===== src/rtl/mult_div_unit.sv =====
// Iterative 32-step multiply/divide unit producing MIPS-style HI/LO results.
// One shift-add (multiply) or restoring shift-subtract (divide) step per clock.
module mult_div_unit #(
  parameter int WIDTH = 32
) (
  input  logic             clk,
  input  logic             reset,
  input  logic             start,
  input  logic [1:0]       operation,
  input  logic [WIDTH-1:0] operandA,
  input  logic [WIDTH-1:0] operandB,
  output logic             busy,
  output logic             done,
  output logic [WIDTH-1:0] hi,
  output logic [WIDTH-1:0] lo,
  output logic             divideByZero
);

  localparam int CW = $clog2(WIDTH);
  localparam logic [CW-1:0] LAST_STEP = CW'(WIDTH - 1);

  typedef enum logic {
    IDLE,
    RUN
  } state_t;

  state_t             state_q, state_d;
  logic [CW-1:0]      count_q, count_d;
  logic [1:0]         op_q, op_d;
  logic               signA_q, signA_d;
  logic               signB_q, signB_d;
  logic [2*WIDTH-1:0] acc_q, acc_d;
  logic [WIDTH-1:0]   rem_q, rem_d;
  logic [WIDTH-1:0]   addend_q, addend_d;
  logic [WIDTH-1:0]   origA_q, origA_d;
  logic               divZero_q, divZero_d;
  logic [WIDTH-1:0]   hi_q, hi_d;
  logic [WIDTH-1:0]   lo_q, lo_d;
  logic               dbz_q, dbz_d;
  logic               done_q, done_d;

  // Start-time operand conditioning: signed ops work on magnitudes.
  logic               startSigned;
  logic               startIsDiv;
  logic [WIDTH-1:0]   absA;
  logic [WIDTH-1:0]   absB;

  // acc holds {partial product, multiplier} for multiply, {unused, dividend/quotient} for divide.
  logic [WIDTH:0]     mulSum;
  logic [2*WIDTH-1:0] mulNext;
  logic [WIDTH:0]     divShift;
  logic               divFits;
  logic [WIDTH-1:0]   divDiff;
  logic [WIDTH-1:0]   remNext;
  logic [WIDTH-1:0]   quoNext;

  logic               negResult;
  logic               negRemainder;
  logic [2*WIDTH-1:0] prodResult;
  logic [WIDTH-1:0]   quoResult;
  logic [WIDTH-1:0]   remResult;

  assign startSigned = operation[0];
  assign startIsDiv  = operation[1];
  assign absA = (startSigned && operandA[WIDTH-1]) ? -operandA : operandA;
  assign absB = (startSigned && operandB[WIDTH-1]) ? -operandB : operandB;

  assign mulSum  = {1'b0, acc_q[2*WIDTH-1:WIDTH]} + (acc_q[0] ? {1'b0, addend_q} : '0);
  assign mulNext = {mulSum, acc_q[WIDTH-1:1]};

  // The shifted remainder is below twice the divisor, so the low WIDTH bits of the difference suffice.
  assign divShift = {rem_q, acc_q[WIDTH-1]};
  assign divFits  = (divShift >= {1'b0, addend_q});
  assign divDiff  = divShift[WIDTH-1:0] - addend_q;
  assign remNext  = divFits ? divDiff : divShift[WIDTH-1:0];
  assign quoNext  = {acc_q[WIDTH-2:0], divFits};

  assign negResult    = op_q[0] & (signA_q ^ signB_q);
  assign negRemainder = op_q[0] & signA_q;
  assign prodResult   = negResult ? -mulNext : mulNext;
  assign quoResult    = negResult ? -quoNext : quoNext;
  assign remResult    = negRemainder ? -remNext : remNext;

  always_comb begin
    state_d   = state_q;
    count_d   = count_q;
    op_d      = op_q;
    signA_d   = signA_q;
    signB_d   = signB_q;
    acc_d     = acc_q;
    rem_d     = rem_q;
    addend_d  = addend_q;
    origA_d   = origA_q;
    divZero_d = divZero_q;
    hi_d      = hi_q;
    lo_d      = lo_q;
    dbz_d     = dbz_q;
    done_d    = 1'b0;

    unique case (state_q)
      IDLE: begin
        if (start) begin
          state_d   = RUN;
          count_d   = '0;
          op_d      = operation;
          signA_d   = startSigned & operandA[WIDTH-1];
          signB_d   = startSigned & operandB[WIDTH-1];
          acc_d     = {{WIDTH{1'b0}}, (startIsDiv ? absA : absB)};
          addend_d  = startIsDiv ? absB : absA;
          rem_d     = '0;
          origA_d   = operandA;
          divZero_d = (operandB == '0);
        end
      end
      RUN: begin
        count_d = count_q + CW'(1);
        if (op_q[1]) begin
          acc_d[WIDTH-1:0] = quoNext;
          rem_d            = remNext;
        end else begin
          acc_d = mulNext;
        end
        // Final step publishes the corrected result directly from the step logic.
        if (count_q == LAST_STEP) begin
          state_d = IDLE;
          count_d = '0;
          done_d  = 1'b1;
          dbz_d   = 1'b0;
          if (!op_q[1]) begin
            hi_d = prodResult[2*WIDTH-1:WIDTH];
            lo_d = prodResult[WIDTH-1:0];
          end else if (divZero_q) begin
            hi_d  = origA_q;
            lo_d  = '1;
            dbz_d = 1'b1;
          end else begin
            hi_d = remResult;
            lo_d = quoResult;
          end
        end
      end
      default: state_d = IDLE;
    endcase
  end

  always_ff @(posedge clk or posedge reset) begin
    if (reset) begin
      state_q   <= IDLE;
      count_q   <= '0;
      op_q      <= '0;
      signA_q   <= 1'b0;
      signB_q   <= 1'b0;
      acc_q     <= '0;
      rem_q     <= '0;
      addend_q  <= '0;
      origA_q   <= '0;
      divZero_q <= 1'b0;
      hi_q      <= '0;
      lo_q      <= '0;
      dbz_q     <= 1'b0;
      done_q    <= 1'b0;
    end else begin
      state_q   <= state_d;
      count_q   <= count_d;
      op_q      <= op_d;
      signA_q   <= signA_d;
      signB_q   <= signB_d;
      acc_q     <= acc_d;
      rem_q     <= rem_d;
      addend_q  <= addend_d;
      origA_q   <= origA_d;
      divZero_q <= divZero_d;
      hi_q      <= hi_d;
      lo_q      <= lo_d;
      dbz_q     <= dbz_d;
      done_q    <= done_d;
    end
  end

  assign busy         = (state_q == RUN);
  assign done         = done_q;
  assign hi           = hi_q;
  assign lo           = lo_q;
  assign divideByZero = dbz_q;

endmodule


===== config.mk =====
export PLATFORM = sky130hd
export DESIGN_NAME = mult_div_unit
export DESIGN_NICKNAME = d
export VERILOG_FILES = /design/src/rtl/mult_div_unit.sv
export SDC_FILE = /design/constraint.sdc
export NUM_CORES = 1
export LEC_CHECK = 0
export CORE_MARGIN = 2
export CORE_UTILIZATION = 61
export DETAILED_ROUTE_END_ITERATION = 6
export PLACE_DENSITY = 0.78
export SLEW_MARGIN = 20
export SYNTH_ARGS = -nofsm -noshare
export SYNTH_HDL_FRONTEND = slang
export SYNTH_SLANG_ARGS = --single-unit
export TNS_END_PERCENT = 100

===== constraint.sdc =====
create_clock -name clk -period 11.51 [get_ports clk]
set_input_delay 2.302 -clock clk [delete_from_list [all_inputs] [get_ports clk]]
set_output_delay 2.302 -clock clk [all_outputs]
set_load 0.01 [all_outputs]

Yosys cells after proc, flatten, opt, wreduce, memory -nomap -nowiden
Index checks and enable logic that the tools add are counted.

$add $sub $neg: 8. $lt $le $gt $ge: 1. Equality and inequality tests: 4. Muxes and demuxes: 30. Bitwise logic cells: 6. Reduce and logical (&&, ||, !) cells: 7.

Operators by type and width (count): two-way mux 32 bit (16); two-way mux 64 bit (2); negation 32 bit (4); case mux 64 bit (2 select lines) (1); negation 64 bit (1); case mux 32 bit (2 select lines) (1); adder 32 x 32 -> 33 bit (1); greater-or-equal comparator 33 x 32 -> 1 bit (1); zero test 32 bit (1); subtractor 32 bit (1); two-way mux 5 bit (2); case mux 5 bit (2 select lines) (1); AND reduction 2 bit (4); two-way mux 1 bit (6); adder 5 x 1 -> 5 bit (second input constant) (1); equality test 5 bit (second input constant) (1); AND 1 bit (4); inequality test 2 bit (second input constant) (2); logical AND 1 bit (2); inequality test 2 x 1 -> 1 bit (second input constant) (1); case mux 1 bit (2 select lines) (1); inverter 1 bit (1); bitwise XOR 1 bit (1).

Register bits: 237. Output and inout bits: 67. Logic and storage cells: 71.

Logic depth before layout (Yosys ltp)
Gate-level depths: netlist of run 1.

Depth in word-level cells: 6. Mapped depth: 24.

Worst setup path after synthesis of run 1
Ideal clock, no wire load.

Path type: flip-flop to flip-flop. From: reg rem_q[18]. To: reg hi_q[24], in the netlist hi[24]. Library setup time: 0.126 ns. Data arrival time: 5.949 ns. Required time: 11.384 ns. Path slack: 5.435 ns. Cell stages (with the launch flop): 24. Path buffers: 3. Period minus slack after synthesis: 6.075 ns. Cells stage by stage: dfrtp_1 -> ha_1 -> clkbuf_1 -> and4_1 -> nand3_1 -> nor4_1 -> o311ai_1 -> o21a_1 -> nand2_1 -> buf_1 -> clkbuf_1 -> nand2_1 -> o21ai_0 -> ha_1 -> inv_1 -> or4_1 -> nor3_1 -> o2111ai_1 -> a222oi_1 -> and3_1 -> a21oi_1 -> xnor2_1 -> mux2_1 -> a221o_1.

Cells in the longest elaborated chain, start to end: 6. Elaborated cells on any way between the ends: 7. Those cells by class: add/sub: 2; order compare: 1; mux: 4.

RTL lines: from (decl) (line 33) `logic [WIDTH-1:0] rem_q, rem_d;`; from (signal assigned) (line 169) `rem_q <= rem_d;`; subtractor 32 bit or greater-or-equal comparator 33 x 32 -> 1 bit (tied branches) (line 74, 73); two-way mux 32 bit (*) (line 75) `assign remNext = divFits ? divDiff : divShift[WIDTH-1:0];`; negation 32 bit (line 82) `assign remResult = negRemainder ? -remNext : remNext;`; two-way mux 32 bit (*) (line 82); two-way mux 32 bit (*) (line 132) `end else if (divZero_q) begin`; two-way mux 32 bit (*) (line 129) `if (!op_q[1]) begin`; to (signal assigned) (line 173) `hi_q <= hi_d;`; to (decl) (line 37) `logic [WIDTH-1:0] hi_q, hi_d;`.

Mark *: on every way between the ends. The rest lies on a longest branch, timed or not. A chain may end at the register's enable or synchronous reset.

Worst setup path after layout of run 1
Same ends and word-level chain as after synthesis.

==> summary.txt, run 1 <==
Pwr
  • Leakage: about 9.4 nW
  • Max VDD drop: 0.254 mV
  • Overall Power: between 8 and 9 mW
  • P per Cell Area: between 300 and 400 nW/um^2

Detailed routing
  • DRT iter0 DRCs: 2,630
  • Via count: 20,400
  • DRC violations left: 0
  • Antenna Nets Post-Route: 0
  • DR vias/cell: between 6 and 7
  • Final wirelength: between 70 and 80 mm
  • Drt first pass iters: 6
  • Wirelength per Cell: around 25 microns

STA
  • Slew @ Worst Pin: 1.14 ns
  • Setup violators final: 0
  • Clock Skew: approximately 0.026 ns
  • Setup WS post-layout: ~4.1 ns
  • Final Slew Violations: 0
  • Worst slew margin: roughly a quarter
  • RSZ-0062 raised after global routing: no
  • Setup TNS: 0 ns
  • Hold Vio Cnt, Final: 0
  • Crit path time final: around 7.4 ns
  • Part of the cycle the worst path needs: between 60 and 70%
  • Max Freq: approximately 130 MHz

Worst setup path
  • Arr. time, crit path: roughly 7.9 ns
  • Crit path cell chain: ha_1 > and4_1 > nand3_1 > nor4_1 > o311ai_1 > o21a_1 > nand2_2 > buf_4 > nand2_1 > o21ai_0 > ha_1 > inv_1 > or4_1 > nor3_1 > o2111ai_1 > a222oi_1 > and3_1 > a21oi_1 > xnor2_1 > mux2_1 > a221o_1
  • CP required: 12.00 ns
  • Slowest cell on crit path: a222oi_1
  • Startpoint types: register
  • Cell mode on critical path: ha_1
  • Worst path max stage delay: about 1.0 ns
  • CP Max Fanout: 48
  • CP Capture Type: register
  • Register-to-Register Path Depth: 21
  • Setup CP Type: register to register

Final layout
  • Synth-to-layout area growth: 11.8%
  • Layout Cells excl Fill: just under 3,000
  • N_diodes: 0
  • Most common cell after layout, fill and taps aside: nand2_1
  • Nets: 2,680
  • Commonest non-fill, non-tap cells in the layout: 385 x nand2_1, 240 x o21ai_0, 235 x dfrtp_1
  • Share of cells above drive strength 1: approximately 4.7%
  • Fill count: between 2,000 and 3,000
  • Design area: approximately 22,000 sq um

CTS
  • Sink Count: between 200 and 250
  • Clock Pin Slew Worst Setup and Hold Paths: ~0.06 ns
  • CTS max path bufs: 3
  • CTS root buffer: clkbuf_16
  • Hold buffer count at CTS: 0
  • CTS tree: done
  • Worst-skew pair later-pin latency: 0.60 ns
  • Setup bufs post-CTS: 0
  • CTS Buf Count: 29
  • Post-CTS sizing: 0
  • H-Tree Depth: 1

Placed design
  • Port Buffer Count: between 100 and 150
  • Placed cells: just under 3,000
  • Worst slack, placed: around 4.4 ns
  • Routability Congestion: 1.08
  • Placed cell area: approximately 21,000 sq um
  • HPWL Detailed: between 50 and 60 mm

Yosys
  • FFs w/ async S/R, synth: 100%
  • Synthesized flop and latch total: about 240
  • Seq/Total Area, Yosys: a little under a third
  • Avg Cell Area, Syn: 7.73 sq um
  • Synth Net Count: about 2,700
  • Post-Synthesis Cells: about 2,500
  • Mapped Area: between 15,000 and 20,000 sq um
  • Yosys warns: 0
  • Post-synth EDFFs: 0
  • Unique cell type count in the Yosys netlist: 93
  • Main flop type after synthesis: dfrtp_1

GRT
  • Gr usage total: between 40 and 50%
  • Vias in the first global route: about 19,000
  • Largest net degree at the start of global routing: between 100 and 150
  • Initial antenna violation count: 1
  • First-pass GRT wire length: ~110 mm
  • Global route overflow: 0

Floorplanning
  • Std-Cell Core Area: 31,600 sq um
  • Die Height: 183 microns
  • Die W: approximately 180 microns
  • I/O pin total: around 140
  • Initial Util: 62.0%
  • DIE AREA: around 34,000 sq um
  • Cell Rows: between 60 and 70

Min path
  • Min-Delay Path Class: register to register
  • Hold Path Depth: 1

Run status
  • Status: finished, final reports clean

Job
  • Max_cap viols: 0
==> state kept, by name (all words and copies together) (netlist names) <==
| register | flops |
|---|---|
| acc_q | 64 |
| addend_q | 32 |
| hi | 32 |
| lo | 32 |
| origA_q | 32 |
| rem_q | 32 |
| count_q | 5 |
| op_q | 2 |
| busy | 1 |
| divZero_q | 1 |
| divideByZero | 1 |
| done | 1 |
| signA_q | 1 |
| signB_q | 1 |
==> power by group <==
part / internal (mW) / switching, mW
sequential: 1.22 / 0.445
combinational: 1.98 / 3.51
clock: 0.540 / 0.399
==> per-layer routing <==
metal  global-route usage [%]  vias up  wire, microns
li1                         -     9076              -
met1                     58.2     9738          27900
met2                     64.3     1339          31300
met3                     9.59      244           8920
met4                     22.5        0           4620
met5                        0        -              0
==> final timing paths <==
kind / slack [ns] / endpoint / start
worst max-delay path: 4.06 / hi[24]$_DFFE_PP0P_ / rem_q[18]$_DFFE_PP0P_
min in group asynchronous: 2.22 / lo[13]$_DFFE_PP0P_ / reset
worst min-delay path: 0.47 / hi[2]$_DFFE_PP0P_ / hi[2]$_DFFE_PP0P_
max in group asynchronous: 7.74 / op_q[1]$_DFFE_PP0P_ / reset
worst min register to register: 0.47 / hi[2]$_DFFE_PP0P_ / hi[2]$_DFFE_PP0P_
worst max register to register: 4.06 / hi[24]$_DFFE_PP0P_ / rem_q[18]$_DFFE_PP0P_
==> synthesized netlist by cell type, drive strengths merged (15+ instances only) <==
master	number	area (sq um)
ha	71	888
nand2b	15	93.8
buf	24	120
xor2	109	973
o22ai	37	231
o211ai	37	278
nand3	37	195
a22o	23	201
xnor2	115	1010
nor2	215	815
or3	23	144
clkbuf	163	612
a31oi	19	119
and3	16	100
nor3	46	230
nand4	24	150
nand2	388	1460
and2	21	131
o21ai	251	1260
a21o	32	240
inv	69	259
mux2i	62	621
o31ai	28	210
nor4	21	146
or4	25	191
a211oi	71	538
a21oi	190	962
dfrtp	237	5930
==> final cells by class <==
type | count | area [sq um] | share of cell area, %
clock buffers | 39 | 813 | 3.71
flip-flops and latches | 237 | 5940 | 27.1
multi-input cells | 2039 | 12700 | 58.0
clock inverters | 13 | 140 | 0.640
repair buffers | 160 | 1530 | 7.01
well taps | 402 | 503 | 2.30
inverters | 71 | 274 | 1.25
==> kinds of logic (layout without fill, tap and decap cells) <==
group,after synthesis,after routing,synth area share [%]
buffers and inverters,258,283,5.10
xor gates and xnor gates,224,224,10.1
and+or+nand+nor,882,882,20.8
DFF,237,237,30.3
adders and majority gates,73,73,4.74
AOI/OAI and AO/OA,795,795,25.6
muxes,65,65,3.34
==> through the flow <==
stage	utilization (%)	hold WS, ns
detailed placement	66.3	0.463
global placement	66.3	0.452
global route	69.4	0.494
finish	69.4	0.475
CTS	69.3	0.477
floorplan	-	0.437
==> critical path, delay by kind of cell, from the launching register on <==
family | cells | cell delay (ns)
and+or+nand+nor | 8 | 2.58
AOI/OAI and AO/OA | 7 | 2.45
adders and majority gates | 2 | 0.78
buffers and inverters | 2 | 0.65
DFF | 1 | 0.42
muxes | 1 | 0.31
xor gates and xnor gates | 1 | 0.16
Power figures use the tool's default switching activity.
==> run 2, diff against run 1 <==
CORE_UTILIZATION = 55   (was 61)
PLACE_DENSITY = 0.74   (was 0.78)
clock period = 6.3 ns   (was 11.51 ns; I/O delays follow)
==> run 2 against run 1 <==
Net effect:
- power up 85%
- clock power up 90%
- highest routed layer unchanged
- setup slack lost 3.7 ns
- wire length is 2.8% higher
- core utilization is 6.6 points lower
- hold slack better by 0.00082 ns
- sequential power increased by 84%
- combinational power rose by 84%
- critical path type unchanged
- clock-buffer cell count increased by 1
- first-iteration DRC count decreased by 7.1%
==> summary.txt, run 2 (synthesis gave the netlist of run 1 again) <==
Run status
  • Status: finished, final reports clean

CTS
  • CTS tree: done
  • Hold buffer count at CTS: 0
  • Worst-skew pair later-pin latency: ~0.6 ns
  • Clock Pin Slew Worst Setup and Hold Paths: 0.06 ns
  • Post-CTS sizing: 0
  • CTS max path bufs: 3
  • H-Tree Depth: 1
  • Setup bufs post-CTS: 0
  • CTS root buffer: clkbuf_16
  • Sink Count: about 240
  • CTS Buf Count: 29

Worst setup path
  • Register-to-Register Path Depth: 20
  • Slack of the worst reg-to-reg path: just under 0.4 ns
  • Arr. time, crit path: between 6 and 7 ns
  • Startpoint types: register
  • CP Max Fanout: 7
  • Critical Path Start: rem_q[2]$_DFFE_PP0P_
  • Worst r2r src: rem_q[2]$_DFFE_PP0P_
  • CP required: slightly below 7 ns
  • Critical Path Sink: hi[30]$_DFFE_PP0P_
  • CP Capture Type: register
  • Setup CP Type: register to register
  • Reg-to-Reg End: hi[30]$_DFFE_PP0P_

Job
  • Max_cap viols: 0

Final layout
  • Nets: ~2,700
  • Commonest non-fill, non-tap cells in the layout: 384 x nand2_1, 240 x o21ai_0, 235 x dfrtp_1
  • Most common cell after layout, fill and taps aside: nand2_1
  • Largest register FFs: between 60 and 70
  • Share of cells above drive strength 1: 5.66%
  • Synth-to-layout area growth: 13.3%
  • Top reg by flops: acc_q

Detailed routing
  • M1 WL: 31.1 mm
  • Final wirelength: approximately 75 mm
  • Metal3 WL: about 8 mm
  • DRC violations left: 0
  • Metal2 WL: ~32 mm
  • Antenna Nets Post-Route: 0
  • Highest routed layer: met4
  • DR vias/cell: 6.62
  • Drt first pass iters: 7
  • Via count: just over 20,000
  • Wirelength per Cell: about 25 microns
  • DRT iter0 DRCs: approximately 2,400

STA
  • Setup violators final: 0
  • Slew @ Worst Pin: 1.12 ns
  • Part of the cycle the worst path needs: roughly 94%
  • Final Slew Violations: 0
  • Clock Skew: ~0.016 ns
  • Hold Vio Cnt, Final: 0
  • RSZ-0062 raised after global routing: no
  • Worst slew margin: between 20% and 30%
  • Crit path time final: 5.91 ns
  • Setup TNS: 0 ns
  • Max Freq: roughly 170 MHz

Floorplanning
  • Initial Util: a little under three fifths
  • Die Height: 193 microns
  • DIE AREA: 37,100 sq um
  • Cell Rows: around 70
  • Die W: 193 microns
  • Std-Cell Core Area: roughly 35,000 sq um
  • I/O pin total: between 100 and 150

Placed design
  • HPWL Detailed: ~56 mm
  • Port Buffer Count: 135
  • Routability Congestion: slightly above 1

Pwr
  • Leakage: roughly 9.5 nW
  • P per Cell Area: 673 nW/um^2
  • Overall Power: 14.9 mW
  • Max VDD drop: approximately 0.45 mV

GRT
  • Global route overflow: 0
  • Initial antenna violation count: 2
  • First-pass GRT wire length: around 110 mm
  • Largest net degree at the start of global routing: approximately 170
  • Gr usage total: about two fifths
  • Vias in the first global route: approximately 19,000

Min path
  • Min-Delay Path Class: register to register
## run 2: worst min path at each step
stage | startpoint | end | slack (ns) | cells after the start
CTS | lo[1]$_DFFE_PP0P_ | lo[1]$_DFFE_PP0P_ | 0.48 | 1
detailed placement | origA_q[31]$_DFFE_PP0P_ | origA_q[31]$_DFFE_PP0P_ | 0.46 | 2
finish | lo[26]$_DFFE_PP0P_ | lo[26]$_DFFE_PP0P_ | 0.48 | 2
global route | lo[1]$_DFFE_PP0P_ | lo[1]$_DFFE_PP0P_ | 0.49 | 1
floorplan | count_q[3]$_DFFE_PP0P_ | count_q[3]$_DFFE_PP0P_ | 0.44 | 1
global placement | origA_q[15]$_DFFE_PP0P_ | origA_q[15]$_DFFE_PP0P_ | 0.46 | 2
## run 2: metrics by stage
stage	utilization (%)	setup WS [ns]	cells	hold slack [ns]	area, sq um
2_1_floorplan	-	0.225	2534	0.437	19600
3_3_place_gp	59.9	0.619	2987	0.456	21200
3_5_place_dp	59.9	0.467	2987	0.464	21200
4_1_cts	62.8	0.415	3041	0.478	22200
5_1_grt	62.8	0.0506	3041	0.494	22200
6_report	62.8	0.387	3042	0.476	22200
## run 2: power breakdown
group | switching [mW] | leakage [nW] | internal [mW]
clock | 0.737 | 0.486 | 1.04
sequential | 0.833 | 2.90 | 2.22
combinational | 6.37 | 6.08 | 3.73
total | 7.94 | 9.47 | 6.99
## run 2: layer usage
metal | up-vias | track usage, %
met2 | 1195 | 60.1
met1 | 9650 | 56.2
met3 | 196 | 7.93
li1 | 9110 | -
met4 | 0 | 17.1
met5 | - | 0
## run 2: critical path: stages, from the launching register on
cell and delay (ns):
dfrtp_1 0.46, ha_1 0.43, a21o_1 0.25, a21oi_1 0.29, a211oi_1 0.20, o311ai_1 0.40
o21a_1 0.22, nand2_2 0.09, o21ai_0 0.34, ha_1 0.29, inv_1 0.05, or4_1 0.60
nor3_2 0.28, buf_4 0.16, nand2_1 0.05, mux2i_1 0.40, nand3_1 0.35, nand3b_1 0.27
o31a_1 0.28, mux2i_1 0.15, o31ai_1 0.24
## run 2: layout make-up
| type | instances | area, sq um |
|---|---|---|
| sequential | 237 | 5940 |
| fill | 3159 | 13100 |
| tap | 461 | 577 |
| clock buffer | 40 | 827 |
| multi-input combinational | 2039 | 12700 |
| clock inverter | 14 | 168 |
| antenna | 1 | 2.50 |
| inverter | 71 | 270 |
| timing repair buffer | 179 | 1690 |
==> run 3, diff against run 2 <==
REMOVE_ABC_BUFFERS = 1   (was unset)
==> run 3 against run 2 <==
Net effect:
- first-iteration DRC count shrank 9.4%
- power shrank 1.6%
- hold slack lost 0.0011 ns
- fmax shrank 1.3%
- global-route usage shrank 1.2 points
- critical path depth grew 1
- core utilization is essentially flat
- setup slack lost 0.076 ns
- largest cell class unchanged
- largest power group unchanged
==> summary.txt, run 3 (synthesis gave the netlist of run 1 again) <==
Floorplanning
  • Std-Cell Core Area: 35,300 sq um
  • DIE AREA: about 37,000 sq um
  • Initial Util: approximately 55%
  • Die W: 193 microns
  • I/O pin total: 136
  • Cell Rows: 69
  • Die Height: ~190 microns

Final layout
  • Commonest non-fill, non-tap cells in the layout: 384 x nand2_1, 240 x o21ai_0, 235 x dfrtp_1
  • Largest register FFs: between 60 and 70
  • Synth-to-layout area growth: 13.3%
  • Nets: 2,712
  • Top reg by flops: acc_q
  • Design area: 22,200 sq um
  • Share of cells above drive strength 1: 5.98%
  • N_diodes: 0
  • Most common cell after layout, fill and taps aside: nand2_1

Worst setup path
  • Crit path cell chain: ha_1 > nand4_1 > nor4_1 > nand4_1 > o211a_1 > o21a_1 > nand2_2 > inv_2 > mux2i_1 > ha_1 > inv_1 > or4_1 > nor3_2 > o2111ai_1 > a222oi_1 > buf_4 > and3_1 > a21oi_1 > xnor2_1 > mux2_1 > a221o_1
  • CP required: between 6 and 7 ns
  • Reg-to-Reg End: hi[24]$_DFFE_PP0P_
  • Arr. time, crit path: 6.44 ns
  • Setup CP Type: register to register
  • Worst path max stage delay: between 0.5 and 0.6 ns
  • Worst r2r src: rem_q[8]$_DFFE_PP0P_
  • Slowest cell on crit path: or4_1
  • Register-to-Register Path Depth: 21
  • WP depth: 21
  • CP Max Fanout: 11
  • CP top delay family: simple AND/OR/NAND/NOR gates
  • Startpoint types: register
  • Slack of the worst reg-to-reg path: just over 0.3 ns
  • CP Capture Type: register
  • CP Buf/Inv Count: 3

Job
  • Max_cap viols: 0

Detailed routing
  • M1 WL: roughly 30 mm
  • Metal3 WL: approximately 6 mm
  • Antenna Nets Post-Route: 0
  • DRC violations left: 0
  • Wirelength per Cell: 23.9 microns
  • DRT iter0 DRCs: about 2,200
  • DR vias/cell: about 6.5
  • Drt first pass iters: 5
  • Metal2 WL: 31.2 mm
  • Final wirelength: ~73 mm
  • Highest routed layer: met4
  • Via count: between 15,000 and 20,000

Placed design
  • Routability Congestion: between 1 and 1.5
  • Placed cell area: approximately 21,000 sq um
  • HPWL Detailed: 55.0 mm
  • Port Buffer Count: roughly 140

Min path
  • Hold_sp: origA_q[15]$_DFFE_PP0P_
  • Hold Path End: origA_q[15]$_DFFE_PP0P_
  • Hold Path Depth: 2
  • Min-Delay Path Class: register to register

Run status
  • Status: finished, final reports clean

GRT
  • Vias in the first global route: between 15,000 and 20,000
  • Gr usage total: between 30% and 40%
  • Largest net degree at the start of global routing: around 120
  • First-pass GRT wire length: 110 mm
  • Initial antenna violation count: 0
  • Global route overflow: 0

STA
  • Final Slew Violations: 0
  • Setup violators final: 0
  • Worst slew margin: a little under a quarter
  • RSZ-0062 raised after global routing: no
  • Final Hold Slack: between 0.4 and 0.5 ns
  • Crit path time final: ~6 ns
  • Max Freq: roughly 170 MHz
  • Slew @ Worst Pin: between 1 and 1.5 ns
  • Clock Skew: approximately 0.016 ns
  • Part of the cycle the worst path needs: between 90% and 100%
  • Hold Vio Cnt, Final: 0

CTS
  • CTS root buffer: clkbuf_16
  • Clock Pin Slew Worst Setup and Hold Paths: roughly 0.06 ns
  • Worst-skew pair later-pin latency: approximately 0.58 ns
  • CTS max path bufs: 3
  • CTS Buf Count: 29
  • H-Tree Depth: 1
  • CTS tree: done
  • Sink Count: approximately 240
  • Setup bufs post-CTS: 0

Pwr
  • Max VDD drop: approximately 0.38 mV
  • P per Cell Area: ~660 nW/um^2
  • Overall Power: around 15 mW
  • Leakage: around 9.5 nW
-- run 3: cell types whose count changed in the layout (fill, tap and decap cells not counted), sizes merged --
| cell | delta |
|---|---|
| buf | +13 |
| clkinvlp | -2 |
| clkinv | +3 |
| bufinv | -1 |
| diode | -1 |
| clkbuf | -2 |
-- run 3: worst max-delay path by stage --
stage	slack, ns	endpoint	startpoint
floorplan	-1.46	acc_q[0]$_DFFE_PP0P_	reset
CTS	0.32	hi[24]$_DFFE_PP0P_	rem_q[25]$_DFFE_PP0P_
global placement	0.42	hi[24]$_DFFE_PP0P_	rem_q[25]$_DFFE_PP0P_
detailed placement	0.36	hi[24]$_DFFE_PP0P_	rem_q[25]$_DFFE_PP0P_
global route	0.02	hi[24]$_DFFE_PP0P_	rem_q[2]$_DFFE_PP0P_
finish	0.31	hi[24]$_DFFE_PP0P_	rem_q[8]$_DFFE_PP0P_
-- run 3: stage by stage --
stage	instances	setup TNS (ns)	util (%)	setup slack, ns
2_1_floorplan	2347	-348.27	-	-1.46
3_3_place_gp	3000	0	60.2	0.419
3_5_place_dp	3000	0	60.2	0.361
4_1_cts	3052	0	62.8	0.316
5_1_grt	3052	0	62.8	0.0182
6_report	3052	0	62.8	0.311
-- run 3: area by class of cell --
type                            count  area (sq um)
Multi-Input combinational cell   2039         12700
Sequential cell                   237          5940
Inverter                           71           274
Clock inverter                     14           129
Tap cell                          461           577
Clock buffer                       38           779
Fill cell                        3190         13100
Timing Repair Buffer              192          1790
-- run 3: metal layers --
layer / vias up / track usage (%)
met5: - / 0
met4: 0 / 24.5
met3: 208 / 4.95
met2: 1069 / 58.2
met1: 9453 / 53.3
li1: 9131 / -
-- run 3: what timing repair did --
item                       CTS  global route
hold buffers                 0             0
gates resized for setup      0             2
setup endpoints to repair    0             1
-- run 3: power by group --
group | switching [mW] | total, mW | internal [mW]
registers | 0.746 | 2.97 | 2.22
logic | 6.29 | 10.1 | 3.78
clock network | 0.706 | 1.65 | 0.948
-- run 3: tightest hold or removal path, stage by stage, from the launching register on --
cell and delay, ns:
dfrtp_1 0.34, nand2_1 0.05, nand2_1 0.06
